File: src/rtl/fetch_pkg.sv
// fetch_pkg
// Shared types and constants for the instruction-fetch stage.
//   DATA_WIDTH / INSTR_WIDTH : address and instruction widths
//   NOP_INSTR                : addi x0,x0,0, shown to decode when nothing is buffered
//   PC_STEP                  : byte distance between sequential instructions
//   PC_ALIGN_MASK            : low address bits that must be zero in a PC
//   fetch_entry_t            : one buffered fetch, {pc, instr}
package fetch_pkg;

    localparam int DATA_WIDTH  = 32;
    localparam int INSTR_WIDTH = 32;

    localparam logic [INSTR_WIDTH-1:0] NOP_INSTR     = 32'h0000_0013;
    localparam logic [DATA_WIDTH-1:0]  PC_STEP       = 32'd4;
    localparam logic [DATA_WIDTH-1:0]  PC_ALIGN_MASK = 32'h0000_0003;

    typedef struct packed {
        logic [DATA_WIDTH-1:0]  pc;
        logic [INSTR_WIDTH-1:0] instr;
    } fetch_entry_t;

    // Forces a byte address onto a word boundary.
    function automatic logic [DATA_WIDTH-1:0] align_pc(input logic [DATA_WIDTH-1:0] addr);
        return addr & ~PC_ALIGN_MASK;
    endfunction

endpackage

File: src/rtl/fetch_buffer.sv
// fetch_buffer
// Small synchronous FIFO of fetch_entry_t between fetch and decode.
//   clk, rst_n   : clock, asynchronous active-low reset
//   push         : write push_entry at the tail (ignored when full unless popping)
//   pop          : drop the head entry (ignored when empty)
//   flush        : discard every entry; wins over push and pop
//   push_entry   : entry to write
//   head_entry   : entry at the head (meaningful only when !empty)
//   count        : occupancy, 0..BUF_DEPTH
//   full, empty  : occupancy flags
module fetch_buffer
    import fetch_pkg::*;
#(
    parameter int BUF_DEPTH = 2
) (
    input  logic                           clk,
    input  logic                           rst_n,
    input  logic                           push,
    input  logic                           pop,
    input  logic                           flush,
    input  fetch_entry_t                   push_entry,
    output fetch_entry_t                   head_entry,
    output logic [$clog2(BUF_DEPTH+1)-1:0] count,
    output logic                           full,
    output logic                           empty
);

    localparam int PTR_W = (BUF_DEPTH > 1) ? $clog2(BUF_DEPTH) : 1;
    localparam int CNT_W = $clog2(BUF_DEPTH+1);

    fetch_entry_t           mem [BUF_DEPTH];
    logic [PTR_W-1:0]       rd_ptr;
    logic [PTR_W-1:0]       wr_ptr;
    logic                   do_push;
    logic                   do_pop;

    assign full       = (count == CNT_W'(BUF_DEPTH));
    assign empty      = (count == '0);
    assign head_entry = mem[rd_ptr];

    // A push into a full buffer is only legal when the head leaves in the
    // same cycle; the tail then reuses the slot being vacated.
    assign do_pop  = pop & ~empty;
    assign do_push = push & (~full | do_pop);

    // Pointers wrap naturally because the depth is a power of two.
    always_ff @(posedge clk or negedge rst_n) begin
        if (!rst_n) begin
            rd_ptr <= '0;
            wr_ptr <= '0;
            count  <= '0;
        end else if (flush) begin
            rd_ptr <= '0;
            wr_ptr <= '0;
            count  <= '0;
        end else begin
            if (do_pop) begin
                rd_ptr <= rd_ptr + 1'b1;
            end
            if (do_push) begin
                wr_ptr <= wr_ptr + 1'b1;
            end
            if (do_push && !do_pop) begin
                count <= count + 1'b1;
            end else if (do_pop && !do_push) begin
                count <= count - 1'b1;
            end
        end
    end

    // Storage is pure datapath; entries are only observed once count says so,
    // so it needs no reset.
    always_ff @(posedge clk) begin
        if (do_push && !flush) begin
            mem[wr_ptr] <= push_entry;
        end
    end

endmodule

File: src/rtl/fetch_stage.sv
// fetch_stage
// Instruction fetch: owns the PC, addresses the combinational instruction
// memory, and buffers {pc, instr} pairs for decode behind a valid/ready port.
//   clk, rst_n      : clock, asynchronous active-low reset
//   imem_addr       : byte address to instruction memory (the PC register)
//   imem_instr      : instruction at imem_addr, same cycle
//   redirect_valid  : taken branch/jump from execute; flushes and restarts
//   redirect_pc     : redirect target (low two bits ignored)
//   out_valid       : head of the fetch buffer is valid
//   out_ready       : decode takes the head this cycle
//   out_instr       : head instruction, NOP_INSTR when empty
//   out_pc          : head PC, 0 when empty
//   out_pc_plus4    : out_pc + 4
module fetch_stage
    import fetch_pkg::*;
#(
    parameter logic [DATA_WIDTH-1:0]  RESET_PC  = 32'h0000_0000,
    parameter int                     BUF_DEPTH = 2,
    parameter logic [INSTR_WIDTH-1:0] NOP_INSTR = fetch_pkg::NOP_INSTR
) (
    input  logic                   clk,
    input  logic                   rst_n,
    output logic [DATA_WIDTH-1:0]  imem_addr,
    input  logic [INSTR_WIDTH-1:0] imem_instr,
    input  logic                   redirect_valid,
    input  logic [DATA_WIDTH-1:0]  redirect_pc,
    output logic                   out_valid,
    input  logic                   out_ready,
    output logic [INSTR_WIDTH-1:0] out_instr,
    output logic [DATA_WIDTH-1:0]  out_pc,
    output logic [DATA_WIDTH-1:0]  out_pc_plus4
);

    logic [DATA_WIDTH-1:0]          pc;
    logic                           pop;
    logic                           push;
    logic                           buf_full;
    logic                           buf_empty;
    logic [$clog2(BUF_DEPTH+1)-1:0] buf_count;
    fetch_entry_t                   new_entry;
    fetch_entry_t                   head_entry;

    assign imem_addr = pc;

    // A fetch happens whenever there is room, counting the slot freed by a
    // pop in the same cycle. Redirect suppresses it: the word at the old PC
    // is on the wrong path.
    assign pop  = out_valid & out_ready;
    assign push = ~redirect_valid & (~buf_full | pop);

    assign new_entry.pc    = pc;
    assign new_entry.instr = imem_instr;

    // PC register: redirect beats sequential advance; a stall holds the PC
    // so the memory address stays stable.
    always_ff @(posedge clk or negedge rst_n) begin
        if (!rst_n) begin
            pc <= RESET_PC;
        end else if (redirect_valid) begin
            pc <= align_pc(redirect_pc);
        end else if (push) begin
            pc <= pc + PC_STEP;
        end
    end

    fetch_buffer #(
        .BUF_DEPTH (BUF_DEPTH)
    ) u_fetch_buffer (
        .clk        (clk),
        .rst_n      (rst_n),
        .push       (push),
        .pop        (pop),
        .flush      (redirect_valid),
        .push_entry (new_entry),
        .head_entry (head_entry),
        .count      (buf_count),
        .full       (buf_full),
        .empty      (buf_empty)
    );

    // Outputs come only from registered buffer state. When empty, decode is
    // shown a NOP at PC 0 so nothing stale leaks through.
    always_comb begin
        out_valid = ~buf_empty;
        out_instr = NOP_INSTR;
        out_pc    = '0;
        if (!buf_empty) begin
            out_instr = head_entry.instr;
            out_pc    = head_entry.pc;
        end
        out_pc_plus4 = out_pc + PC_STEP;
    end

endmodule
File: config.mk
export PLATFORM = sky130hd
export DESIGN_NAME = fetch_stage
export DESIGN_NICKNAME = d
export VERILOG_FILES = /design/src/rtl/fetch_pkg.sv /design/src/rtl/fetch_buffer.sv /design/src/rtl/fetch_stage.sv
export SDC_FILE = /design/constraint.sdc
export NUM_CORES = 1
export LEC_CHECK = 0
export ABC_CLOCK_PERIOD_IN_PS = 16350
export BUFFER_PORTS_ARGS = -buffer_cell sky130_fd_sc_hd__buf_2
export CAP_MARGIN = 20
export CELL_PAD_IN_SITES_DETAIL_PLACEMENT = 2
export CELL_PAD_IN_SITES_GLOBAL_PLACEMENT = 2
export CORE_MARGIN = 1
export CORE_UTILIZATION = 23
export CTS_CLUSTER_SIZE = 10
export DETAILED_ROUTE_END_ITERATION = 7
export GPL_TIMING_DRIVEN = 0
export PLACE_DENSITY = 0.57
export SLEW_MARGIN = 20
export SYNTH_ARGS = -nofsm -noshare
export SYNTH_HDL_FRONTEND = slang
export SYNTH_SLANG_ARGS = --single-unit
export TNS_END_PERCENT = 5
File: constraint.sdc
create_clock -name clk -period 16.35 [get_ports clk]
set_input_delay 3.27 -clock clk [delete_from_list [all_inputs] [get_ports clk]]
set_output_delay 3.27 -clock clk [all_outputs]
set_load 0.1 [all_outputs]
* After elaboration in Yosys (flattened, before gate mapping)
Memory sizes are Yosys's and may differ from the RTL's.
Cells that the tools add are included.
** Cells by class
- $add $sub $neg :: 6
- Multipliers :: 0
- Div/mod/pow operators :: 0
- Order comparisons :: 0
- Equal/unequal tests :: 1
- Shift-type cells :: 0
- Muxes and demuxes :: 13
- Bitwise gates (word level) :: 9
- Reductions and logical operators :: 11
** Operator list (number)
- $mux 32 :: 4
- $add 32x3->32 const B :: 2
- $mux 1 :: 6
- $mux 2 :: 3
- $reduce_bool 2->1 :: 3
- $and 1x1->1 :: 4
- $logic_and 1x1->1 :: 3
- $logic_not 1->1 :: 3
- $not 1->1 :: 3
- $reduce_bool 3->1 :: 1
- $add 1x1->1 const B :: 2
- $add 2x1->2 const B :: 1
- $eq 2x2->1 const B :: 1
- $logic_not 2->1 :: 1
- $or 1x1->1 :: 2
- $sub 2x1->2 const B :: 1
** Word-level totals
- Register bits :: 36
- Latch bits :: 0
- Memory bits (writable) :: 128
- Memory bits (read-only) :: 0
- Input bits :: 68
- Word-level logic and storage cells :: 45
- Memories kept :: 1
** Memories
- u_fetch_buffer.mem :: depth 2, width 64, rd ports 1, clocked after memory_dff 0, wr ports 1, RTL line fetch_buffer.sv:31 : fetch_entry_t mem [BUF_DEPTH];

* Depth between registers and ports, before layout
- Depth after elaboration :: 11
- Mapped depth :: 11
- Depth with buffers taken out :: 8

* By module
Synthesis repeated with hierarchy kept, for this count alone.
** Unflattened totals
- Cell total of the unflattened synthesis :: 612
- Area, all modules :: 8031.5 um^2
** By module, submodules not included
- fetch_buffer :: instances 1, cells an instance 224, area each 5064.9 um^2, seq. area each 3943.8 um^2
- fetch_stage :: instances 1, cells an instance 388, area each 2966.6 um^2, seq. area each 750.7 um^2

* Worst setup path after synthesis
OpenSTA, ideal clock, no wires.
- Path kind :: input port to flip-flop
- From :: input redirect_valid
- To :: memory u_fetch_buffer.mem[1][0] in the netlist's numbering, enable pin
- Data arrival time :: 8.271 ns
- Required time :: 15.779 ns
- Path slack :: 7.508 ns
- Cell stages on the path :: 3
- Path through :: clkbuf_1 > clkbuf_1 > nor3b_1
** On the way
- Word-level cells in the longest chain between the ends :: 6
- Elaborated cells between the ends (all ways) :: 7
- Those cells by class :: mux (2); bitwise (3); reduce/logical (2)
** RTL lines
- start, declared :: RTL line fetch_stage.sv:25 : input logic redirect_valid,
- $not 1->1 :: RTL line fetch_stage.sv:49 : assign push = ~redirect_valid & (~buf_full | pop);
- $and 1x1->1 :: RTL line fetch_stage.sv:49
- $and 1x1->1 :: RTL line fetch_buffer.sv:44 : assign do_push = push & (~full | do_pop);
- $logic_and 1x1->1 (*) :: RTL line fetch_buffer.sv:74 : if (do_push && !flush) begin
- $mux 1 (*) :: RTL line fetch_buffer.sv:74
- $mux 1 (not written as such) (*) :: RTL line fetch_buffer.sv:75 : mem[wr_ptr] <= push_entry;
- end, declared :: RTL line fetch_buffer.sv:31
Every way passes the cells marked *; elsewhere a longest branch is shown, timed or not.

* Worst setup path after layout
- From :: register u_fetch_buffer.count[0]
- To :: output out_pc_plus4[22]
** On the way
- Word-level cells in the longest chain between the ends :: 3
** RTL lines
- start, declared :: RTL line fetch_buffer.sv:23 : output logic [$clog2(BUF_DEPTH+1)-1:0] count,
- start signal, assigned :: RTL line fetch_buffer.sv:64 : count <= count + 1'b1;
- start signal, assigned :: RTL line fetch_buffer.sv:66 : count <= count - 1'b1;
- $logic_not 2->1 :: RTL line fetch_buffer.sv:38 : assign empty = (count == '0);
- $mux 32 :: RTL line fetch_stage.sv:87 : if (!buf_empty) begin
- $add 32x3->32 :: RTL line fetch_stage.sv:91 : out_pc_plus4 = out_pc + PC_STEP;
- end, declared :: RTL line fetch_stage.sv:31 : output logic [DATA_WIDTH-1:0] out_pc_plus4
No other way between the ends.

==> impl_metrics.yaml <==
cells_and_area:
  post-route-cell-area_um2: 9730
  syn2layout_area_growth_pct: 29.8
  nNetsFinal: 885
  layout-drive-gt1-share_pct: 34.8
routing:
  postRouteWirelength_um: 24600
  drtIter0Drc: 228
  detail_route.drc_violations: 0
  antenna_violating_nets_post_route: 0
  drt-wirelength-per-cell_um: 19.5
  drt-vias-per-instance: 4.30
  drt-pass1-iter-count: 4
  total_vias_in_the_final_route: 5435
timing:
  hold_viol_final: 0
  min_period_ps: 7650
  final_setup_violating_endpoints: 0
  setup_repair_after_global_routing_missed_its_margin: "no"
  maxSlewViolCount: 0
  timing.setup.tns_ps: 0
  worst_pin_slew_ps: 868
  timing.final.crit_share_pct: 46.8
  max_freq_ghz: 0.131
  final.setup_skew_ps: 13.4
  timing.max_slew.rel_slack_pct: 42.1
  final_setup_slack_of_the_worst_path_ps: 8700
critical_path:
  cp_slowest_cell: "sky130_fd_sc_hd__a2111oi_4"
  timing_worst_setup_path_type: "flop to primary output"
  cpLargestDelayFamily: "buffers and inverters"
  critical_path.startpoint: "u_fetch_buffer.count[0]"
  rr_startpoint: "imem_addr[8]"
  timing.critical_path.cells: "nor2_2, buf_4, buf_2, buf_2, buf_1, nor2_1, ha_1, nor4b_4, nand4_4, a2111oi_4, xor2_1, buf_2"
  cp.arrival_ps: 4380
  r2r-end: "imem_addr[31]"
  timing.critical_path.from_type: "flop"
  cp_max_fo: 10
  cpPeakStageDelay_ps: 440
  cp_num_buf_inv: 5
  critPathMostFrequentCell: "sky130_fd_sc_hd__buf_2"
  cp_endpoint_kind: "primary output"
  ff2ff_path_depth: 6
  timing.reg2reg.setup_slack_ps: 14030
  worst-endpoint-required_ps: 13080
logic_synthesis:
  post_synth_most_frequent_cells: "sky130_fd_sc_hd__edfxtp_1 (124), sky130_fd_sc_hd__mux2i_1 (64), sky130_fd_sc_hd__nor2_1 (63)"
  yosysTopAreaCellShare_pct: 49.6
  synth_seq_cells: 158
  synth.top_cells.by_area: "sky130_fd_sc_hd__edfxtp_1 (50%), sky130_fd_sc_hd__dfrtp_1 (11%), sky130_fd_sc_hd__mux2i_1 (8.5%), sky130_fd_sc_hd__xor2_1 (3.9%), sky130_fd_sc_hd__nor2_1 (3.2%)"
  post-synth-top-count-cell: "sky130_fd_sc_hd__edfxtp_1"
  ys_seq_area_share_pct: 61.0
  avgSynthCellArea_um2: 12.8
  synth_area_um2: 7500
  synth.distinct_cells: 49
  asyncSetResetFlopFracSynth_pct: 21.5
  mapped_cells: 587
  synth_largest_area_cell: "sky130_fd_sc_hd__edfxtp_1"
  ys_dominant_reg_cell: "sky130_fd_sc_hd__edfxtp_1"
  synthesis.yosys.warnings: 0
  synth_enable_flop_cells: 124
min_path:
  hold_path.startpoint: "imem_addr[27]"
  min_delay_path_depth: 0
  worst_hold_path.endpoint: "u_fetch_buffer.mem[1][59]"
  min-delay-path-class: "flop to flop"
clock_network:
  postCtsSetupRepairBufs: 0
  cts_repair_resize_count: 0
  latest_clock_arrival_within_the_worst_skew_pair_ps: 430
  worst_setup_hold_path_clk_slew_ps: 60
  tritoncts_clock_tree: "yes"
  cts_buffer_depth: 2
  clock_sinks: 158
  cts.root.buffer_cell: "sky130_fd_sc_hd__clkbuf_16"
  holdBufCountCts: 0
  htreeDepth: 4
  number_of_buffers_added_by_the_clock_tree_synthesis_step: 17
place:
  place_congestion: 0.710
  port_buffers: 187
  place_ws_ps: 8980
  instance_area_at_placement_um2: 9150
  hpwl_um: 19200
power:
  power_frac_clock_pct: 28.3
  vdd.ir_drop.worst_mv: 0.0654
  seq_power_share_pct: 35.1
  total_leakage_power_uw: 0.00385
  netSwitchingPower_uw: 635
  power_frac_comb_pct: 36.6
  power.internal_uw: 785
  power_density_cells_nw_per_um2: 146
  post-layout-total-power_uw: 1420
  power.switching_fraction_pct: 44.7
die:
  coreArea_um2: 31800
  floorplan.initialDensity_pct: 23.6
  io-pin-count: 197
  dieHeight_um: 183
  floorplan.rows: 65
  dieArea_um2: 33300
  dieWidth_um: 183
global_route:
  grt_start_max_net_pins: 35
  via_count_of_the_first_global_routing_pass: 5890
  global_route.usage.total_pct: 15.1
  overflow: 0
  grt_antenna_before_repair: 0
  grt_pass1_wl_um: 37200
status:
  outcome: "complete, no violations"
job:
  maxCapViolations: 0
[metrics by stage]
| step | utilization, % | cells | hold WS [ps] |
|---|---|---|---|
| finish | 30.6 | 1264 | 570 |
| global route | 30.6 | 1263 | 592 |
| CTS | 30.6 | 1263 | 581 |
| detailed placement | 28.8 | 1231 | 559 |
| global placement | 28.3 | 1214 | 546 |
| floorplan | - | 592 | 525 |
[how the worst max path moves through the flow]
stage	endpoint	slack, ps	cells after the start
2_1_floorplan	u_fetch_buffer.mem[1][0]	7510	3
3_3_place_gp	u_fetch_buffer.mem[1][24]	3890	3
3_5_place_dp	out_pc_plus4[22]	8980	12
4_1_cts	out_pc_plus4[22]	8530	12
5_1_grt	out_pc_plus4[22]	8410	12
6_report	out_pc_plus4[22]	8700	12
[power groups by stage]
stage | clock (uW) | combinational, uW | sequential (uW)
floorplan | 0 | 365 | 557
global placement | 0 | 515 | 512
detailed placement | 0 | 524 | 508
CTS | 415 | 525 | 500
global route | 429 | 540 | 503
finish | 402 | 520 | 499
[layer usage]
| metal | GRT usage, % | wire length (um) | vias up |
|---|---|---|---|
| li1 | - | - | 2575 |
| met1 | 19.5 | 11300 | 2685 |
| met2 | 25.3 | 11700 | 157 |
| met3 | 3.19 | 1390 | 18 |
| met4 | 4.20 | 259 | 0 |
| met5 | 0 | 0 | - |
[layout by cell type (no fill, tap or decap), types with 6 or more instances in the layout]
cell type	n
sky130_fd_sc_hd__buf_2	195
sky130_fd_sc_hd__edfxtp_1	124
sky130_fd_sc_hd__mux2i_1	64
sky130_fd_sc_hd__nor2_1	63
sky130_fd_sc_hd__nand2_1	56
sky130_fd_sc_hd__dfrtp_1	34
sky130_fd_sc_hd__xor2_1	33
sky130_fd_sc_hd__nand3_1	27
sky130_fd_sc_hd__o21ai_0	25
sky130_fd_sc_hd__xnor2_1	24
sky130_fd_sc_hd__buf_4	22
sky130_fd_sc_hd__clkbuf_16	17
sky130_fd_sc_hd__nand4_1	14
sky130_fd_sc_hd__nor3_1	10
sky130_fd_sc_hd__and3_1	9
sky130_fd_sc_hd__clkbuf_1	8
sky130_fd_sc_hd__conb_1	6
[registers in the layout (all words and copies together) (netlist names)]
signal and cells:
u_fetch_buffer.mem 124, u_fetch_buffer.count 2, u_fetch_buffer.rd_ptr 1, imem_addr 30
u_fetch_buffer.wr_ptr 1
[layout make-up]
cell class | count | area, um2
diodes | 1 | 2.50
plain buffers | 32 | 198
clock buffers | 17 | 425
clock inverters | 15 | 158
fillers | 3453 | 22100
inverters | 5 | 18.8
multi-input cells | 397 | 2740
flip-flops and latches | 158 | 4570
well taps | 435 | 544
repair buffers | 204 | 1070
[logic make-up (layout without fill, tap and decap cells)]
logic type,count (synthesis),count (layout),share of synthesized area [%]
AO/OA/AOI/OAI,41,41,3.89
other,1,7,0.0500
flip-flops,158,158,61.0
multiplexers,68,68,9.14
XOR/XNOR,57,57,6.66
adder cells (fa/ha/maj),2,2,0.334
buffers and inverters,37,273,2.89
AND/OR/NAND/NOR,223,223,16.1
Power figures use the tool's default switching activity.
